[config.mk]
export PLATFORM = sky130hd
export DESIGN_NAME = cabac_bit_feeder_flat
export DESIGN_NICKNAME = d
export VERILOG_FILES = /design/src/rtl/cabac_bit_feeder_if.sv /design/src/rtl/cabac_bit_feeder.sv /design/src/flat_wrapper.sv
export SDC_FILE = /design/constraint.sdc
export NUM_CORES = 1
export LEC_CHECK = 0
export ABC_AREA = 1
export BUFFER_PORTS_ARGS = -buffer_cell sky130_fd_sc_hd__buf_2
export CAP_MARGIN = 25
export CORE_MARGIN = 2
export CORE_UTILIZATION = 35
export DETAILED_ROUTE_END_ITERATION = 8
export PLACE_DENSITY = 0.61
export SYNTH_ARGS = -nofsm -noshare
export SYNTH_HDL_FRONTEND = slang
export SYNTH_SLANG_ARGS = --single-unit
[constraint.sdc]
create_clock -name clk -period 3 [get_ports clk]
set_input_delay 0.15 -clock clk [delete_from_list [all_inputs] [get_ports clk]]
set_output_delay 0.15 -clock clk [all_outputs]
set_load 0.005 [all_outputs]
[src/rtl/cabac_bit_feeder_if.sv]
// Byte stream handshake, consume request and peek window shared by the
// CABAC bit feeder (slave) and the arithmetic decoder / byte source (master).
interface cabac_bit_feeder_if #(
    parameter int CNT_W = 6
) ();
    logic [7:0]       byte_data;
    logic             byte_valid;
    logic             byte_ready;
    logic             consume_en;
    logic [2:0]       consume_bits;
    logic [7:0]       peek_bits;
    logic [CNT_W-1:0] bits_avail;
    logic             stall;

    modport master (
        output byte_data, byte_valid, consume_en, consume_bits,
        input  byte_ready, peek_bits, bits_avail, stall
    );

    modport slave (
        input  byte_data, byte_valid, consume_en, consume_bits,
        output byte_ready, peek_bits, bits_avail, stall
    );
endinterface

[src/rtl/cabac_bit_feeder.sv]
// CABAC bitstream front end: MSB-first shift window fed by bytes, drained by
// the decoder's per-cycle bit usage, with the 16-bit initial m_value at slice start.
module cabac_bit_feeder #(
    parameter int WIN_W = 32,
    parameter int CNT_W = 6
) (
    input  logic                clk,
    input  logic                reset,
    input  logic                start,
    input  logic                flush,
    cabac_bit_feeder_if.slave   bus,
    output logic [15:0]         init_value,
    output logic                init_valid,
    output logic                underflow,
    output logic [31:0]         bits_consumed
);
    typedef enum logic [1:0] {IDLE, FILL, RUN} state_t;

    localparam logic [CNT_W-1:0] READY_MAX = CNT_W'(WIN_W - 8);
    localparam logic [CNT_W-1:0] INIT_BITS = CNT_W'(16);
    localparam logic [CNT_W-1:0] BYTE_BITS = CNT_W'(8);

    state_t             state_reg;
    logic [WIN_W-1:0]   win_reg;
    logic [CNT_W-1:0]   cnt_reg;
    logic [15:0]        init_value_reg;
    logic               init_valid_reg;
    logic               underflow_reg;
    logic [31:0]        bits_consumed_reg;

    logic               accept;
    logic               consume_req;
    logic               consume_ok;
    logic               init_ready;
    logic [CNT_W-1:0]   cb_ext;
    logic [CNT_W-1:0]   k;
    logic [CNT_W-1:0]   cnt_after;
    logic [CNT_W-1:0]   cnt_next;
    logic [WIN_W-1:0]   byte_ext;
    logic [WIN_W-1:0]   win_next;

    assign init_ready  = (state_reg == FILL) && (cnt_reg >= INIT_BITS);
    // The FILL->RUN transition cycle repurposes the window, so no byte may land then.
    assign bus.byte_ready = (state_reg != IDLE) && (cnt_reg <= READY_MAX) && !init_ready;
    assign accept      = bus.byte_valid && bus.byte_ready;

    assign cb_ext      = CNT_W'(bus.consume_bits);
    assign consume_req = (state_reg == RUN) && bus.consume_en;
    assign consume_ok  = consume_req && (cb_ext <= cnt_reg);
    assign k           = consume_ok ? cb_ext : '0;
    assign cnt_after   = cnt_reg - k;

    // New byte lands directly below the bits still unread after this cycle's consume.
    assign byte_ext    = {bus.byte_data, {(WIN_W-8){1'b0}}} >> cnt_after;
    assign win_next    = (win_reg << k) | (accept ? byte_ext : '0);
    assign cnt_next    = cnt_after + (accept ? BYTE_BITS : '0);

    assign bus.peek_bits  = win_reg[WIN_W-1 -: 8];
    assign bus.bits_avail = cnt_reg;
    assign bus.stall      = (state_reg == RUN) && (cnt_reg < BYTE_BITS);
    assign init_value     = init_value_reg;
    assign init_valid     = init_valid_reg;
    assign underflow      = underflow_reg;
    assign bits_consumed  = bits_consumed_reg;

    always_ff @(posedge clk or posedge reset) begin
        if (reset) begin
            state_reg         <= IDLE;
            win_reg           <= '0;
            cnt_reg           <= '0;
            init_value_reg    <= '0;
            init_valid_reg    <= 1'b0;
            underflow_reg     <= 1'b0;
            bits_consumed_reg <= '0;
        end else if (flush) begin
            state_reg         <= IDLE;
            win_reg           <= '0;
            cnt_reg           <= '0;
            init_value_reg    <= '0;
            init_valid_reg    <= 1'b0;
            underflow_reg     <= 1'b0;
            bits_consumed_reg <= '0;
        end else begin
            init_valid_reg <= 1'b0;
            case (state_reg)
                IDLE: begin
                    if (start) state_reg <= FILL;
                end
                FILL: begin
                    if (init_ready) begin
                        init_value_reg <= win_reg[WIN_W-1 -: 16];
                        init_valid_reg <= 1'b1;
                        win_reg        <= win_reg << 16;
                        cnt_reg        <= cnt_reg - INIT_BITS;
                        state_reg      <= RUN;
                    end else if (accept) begin
                        win_reg <= win_next;
                        cnt_reg <= cnt_next;
                    end
                end
                RUN: begin
                    win_reg           <= win_next;
                    cnt_reg           <= cnt_next;
                    bits_consumed_reg <= bits_consumed_reg + 32'(k);
                    if (consume_req && !consume_ok) underflow_reg <= 1'b1;
                end
                default: state_reg <= IDLE;
            endcase
        end
    end
endmodule

[src/flat_wrapper.sv]
// flat-port wrapper written by rule: the top's interface ports become plain ports
module cabac_bit_feeder_flat 
#(
    parameter int WIN_W = 32,
    parameter int CNT_W = 6
)
  (clk, reset, start, flush, init_value, init_valid, underflow, bits_consumed, bus_byte_data, bus_byte_valid, bus_consume_en, bus_consume_bits, bus_byte_ready, bus_peek_bits, bus_bits_avail, bus_stall);
  cabac_bit_feeder_if #(.CNT_W(CNT_W)) bus_i ();
  input  logic clk;
  input  logic reset;
  input  logic start;
  input  logic flush;
  output logic [15:0] init_value;
  output logic init_valid;
  output logic underflow;
  output logic [31:0] bits_consumed;
  input wire logic [$bits(bus_i.byte_data)-1:0] bus_byte_data;
  input wire logic [$bits(bus_i.byte_valid)-1:0] bus_byte_valid;
  input wire logic [$bits(bus_i.consume_en)-1:0] bus_consume_en;
  input wire logic [$bits(bus_i.consume_bits)-1:0] bus_consume_bits;
  output wire logic [$bits(bus_i.byte_ready)-1:0] bus_byte_ready;
  output wire logic [$bits(bus_i.peek_bits)-1:0] bus_peek_bits;
  output wire logic [$bits(bus_i.bits_avail)-1:0] bus_bits_avail;
  output wire logic [$bits(bus_i.stall)-1:0] bus_stall;
  assign bus_i.byte_data = bus_byte_data;
  assign bus_i.byte_valid = bus_byte_valid;
  assign bus_i.consume_en = bus_consume_en;
  assign bus_i.consume_bits = bus_consume_bits;
  assign bus_byte_ready = bus_i.byte_ready;
  assign bus_peek_bits = bus_i.peek_bits;
  assign bus_bits_avail = bus_i.bits_avail;
  assign bus_stall = bus_i.stall;
  cabac_bit_feeder #(.WIN_W(WIN_W), .CNT_W(CNT_W)) u_core (.clk(clk), .reset(reset), .start(start), .flush(flush), .bus(bus_i), .init_value(init_value), .init_valid(init_valid), .underflow(underflow), .bits_consumed(bits_consumed));
endmodule
==> run_results.csv <==
group,metric,value,unit
floorplan,floorplan.initialDensity,35.9,%
yosys,synth_seq_cells,90,
sta,hold_viol_final,0,
power_and_ir_drop,power.leakage,4.34,nW
floorplan,coreArea,0.0189,mm²
clock_tree,clk_root_buffer_cell,"clkbuf_16",
layout,area_delta_synth_final,24.5,%
sta,layout_min_cycle_time,2.99,ns
run_status,outcome,"completed",
power_and_ir_drop,power_density,663,mW/mm²
setup_path,arrival,3.23,ns
yosys,synth_area_per_cell,6.61,µm²
sta,skew,0.00867,ns
yosys,syn_nets,1060,
power_and_ir_drop,switchingPower,0.00249,W
grt,grt_pass1_vias,6957,
placement,place.gp.congestion,0.936,
routing,drc,0,
power_and_ir_drop,max-vdd-ir-drop,0.337,mV
clock_tree,cts_num_sinks,90,
sta,rsz0062_at_grt,"true",
grt,grt_first_pass_wirelength,35300,µm
setup_path,critical-path-slowest-cell,"fa_2",
routing,postRouteAntennaNets,0,
routing,drt_iter0_drc,667,
setup_path,crit_type,"reg -> reg",
layout,fin_nets,1162,
yosys,yosysTopAreaCellShare,33.2,%
yosys,syn_area,0.00679,mm²
setup_path,crit_top_cell,"nand2_1",
setup_path,crit_chain,"ha_1 > nand3_2 > nand3_1 > inv_2 > nand2_4 > nand3_4 > inv_4 > ha_4 > fa_2 > buf_6 > buf_6 > o211ai_1 > nand3_1 > nand2_1 > nand2_1 > nand2_1 > nand3_1 > nand3_1 > nand2_1 > nand2_1",
yosys,synth_cells,1027,
grt,grt_usage,21.6,%
yosys,synthTopCellsByArea,"dfrtp_1 33%, nand3_1 16%, nand2_1 16%",
sta,worstMarginPinSlew,0.606,ns
power_and_ir_drop,switching_share,44.5,%
routing,wl,21900,µm
power_and_ir_drop,clockPowerShare,23.2,%
sta,slew_headroom,59.3,%
sta,timing.fmax,334,MHz
layout,drive_gt1_share,23.2,%
flow_run,maxCapViolations,0,
yosys,synth_cell_type_count,42,
grt,antenna_found_initial,0,
layout,finalCoreUtilization,44.7,%
routing,routedWlPerCell,15.7,µm
sta,maxSlewViolCount,0,
clock_tree,h-tree-depth,3,
floorplan,die-area,0.0205,mm²
yosys,synth_top_area_cell,"dfrtp_1",
setup_path,worstPathRequired,3.24,ns
setup_path,crit_path_start_kind,"flop",
yosys,synth-seq-area-share,33.2,%
power_and_ir_drop,p_total,0.00560,W
setup_path,critPathMaxStageDelay,0.58,ns
grt,grt_max_degree,54,
power_and_ir_drop,power_frac_comb,49.3,%
routing,via_per_inst,5.28,
power_and_ir_drop,power.internal,0.00311,W
sta,setup_viol,0,
layout,n_antenna_cell,0,
placement,dp_hpwl,15500,µm
floorplan,ios,83,
setup_path,cp-end-kind,"flop",
clock_tree,clk_latency,0.36,ns
grt,gr-total-overflow,0,
worst_hold_path,hold_class,"in -> reg",
floorplan,die_x,143,µm
routing,via_count,7355,
setup_path,crit_fanout,8,
floorplan,rows,50,
clock_tree,cts.clk_slew.worst_paths,0.07,ns
sta,layout_worst_path_cycle_share,99.7,%
yosys,yosys_warnings,0,
routing,drt_first_pass_iters,6,
clock_tree,tritoncts,"yes",
placement,numPortBuffers,82,
power_and_ir_drop,p_seq_share,27.6,%
layout,final_common_cell,"nand2_1",
floorplan,die_h,143,µm
clock_tree,cts_buffers,9,
layout,final_cell_mix,"271 x nand2_1, 203 x nand3_1, 90 x dfrtp_1, 89 x nor2_1, 82 x buf_2",
clock_tree,clockBufferDepth,2,
[routing by layer]
| metal | GRT usage [%] | vias to the layer above | wire [µm] |
|---|---|---|---|
| li1 | - | 3644 | - |
| met1 | 30.6 | 3444 | 10400 |
| met2 | 33.3 | 241 | 9900 |
| met3 | 3.39 | 26 | 1210 |
| met4 | 7.84 | 0 | 372 |
| met5 | 0 | - | 0 |
[layout make-up]
type,instances,area (µm²)
repair buffers,147,957
inverters,88,343
flip-flops and latches,90,2250
multi-input cells,793,4240
clock buffers,10,239
fillers,2006,10400
clock inverters,6,96.3
well taps,260,325
[through the flow]
step                      instance area (µm²)  std cells  setup TNS, ns  hold slack (ns)  setup slack, ns
after floorplan                          6880       1027              0            0.419          0.00484
after global placement                   7720       1367         -0.258            0.257          -0.0785
after detailed placement                 7720       1367         -0.874            0.262           -0.110
after CTS                                8120       1385       -0.00494            0.176         -0.00494
after global routing                     8450       1394          -2.40            0.223           -0.151
final                                    8450       1394              0            0.174          0.00952
[synth_stat cells, drive strengths merged]
master	n
clkinv	1
xnor2	2
o21ai	31
nor3	17
a221oi	2
nand2	291
a31oi	2
o211ai	4
o31ai	1
buf	39
clkbuf	18
xor2	2
a22oi	1
nor4	2
a2111oi	1
nand4	47
dfrtp	90
o22ai	7
nand3	225
o21a	5
or2	1
nor2	106
inv	87
a21oi	25
nor3b	4
ha	14
fa	2
[power groups by stage]
stage | logic, W | clock network [W] | registers (W)
floorplan | 0.00180 | 0 | 0.00153
global placement | 0.00252 | 0 | 0.00156
detailed placement | 0.00254 | 0 | 0.00156
CTS | 0.00260 | 0.00132 | 0.00154
global route | 0.00309 | 0.00138 | 0.00156
finish | 0.00276 | 0.00130 | 0.00154
[what timing repair did]
action                                 4_1_cts  5_1_grt
gates cloned                                 0        1
hold buffers                                 1        0
setup endpoints to repair                   24       46
gates resized for setup                     11       64
pin swaps                                    2       29
buffers inserted                             1        8
endpoints found under the hold margin       37        0
[final timing paths]
path                                          startpoint                 endpoint  slack (ns)  depth (start not counted)
worst max register to register  u_core.bus.bits_avail[0]       u_core.win_reg[13]        0.01                         20
worst min-delay path                               start      u_core.state_reg[0]        0.17                          3
worst max-delay path            u_core.bus.bits_avail[0]       u_core.win_reg[13]        0.01                         20
worst min register to register     u_core.init_value[15]    u_core.init_value[15]        0.50                          2
max in group asynchronous                          reset  u_core.bits_consumed[8]        1.91                          4
min in group asynchronous                          reset     u_core.init_value[3]        0.40                          3
[worst max-delay path, delay by kind of cell (launching register included)]
family,cells,cell delay (ns)
and+or+nand+nor,12,0.97
DFF,1,0.38
adders and majority gates,3,1.04
buffers and inverters,4,0.36
AOI/OAI and AO/OA,1,0.11
[cells by family after synthesis]
family | synth area share (%)
and+or+nand+nor | 46.8
buffers and inverters | 9.45
DFF | 33.2
AOI/OAI and AO/OA | 6.76
adders and majority gates | 3.17
xor gates and xnor gates | 0.627
Note: power is estimated with default switching activity, not from simulation.
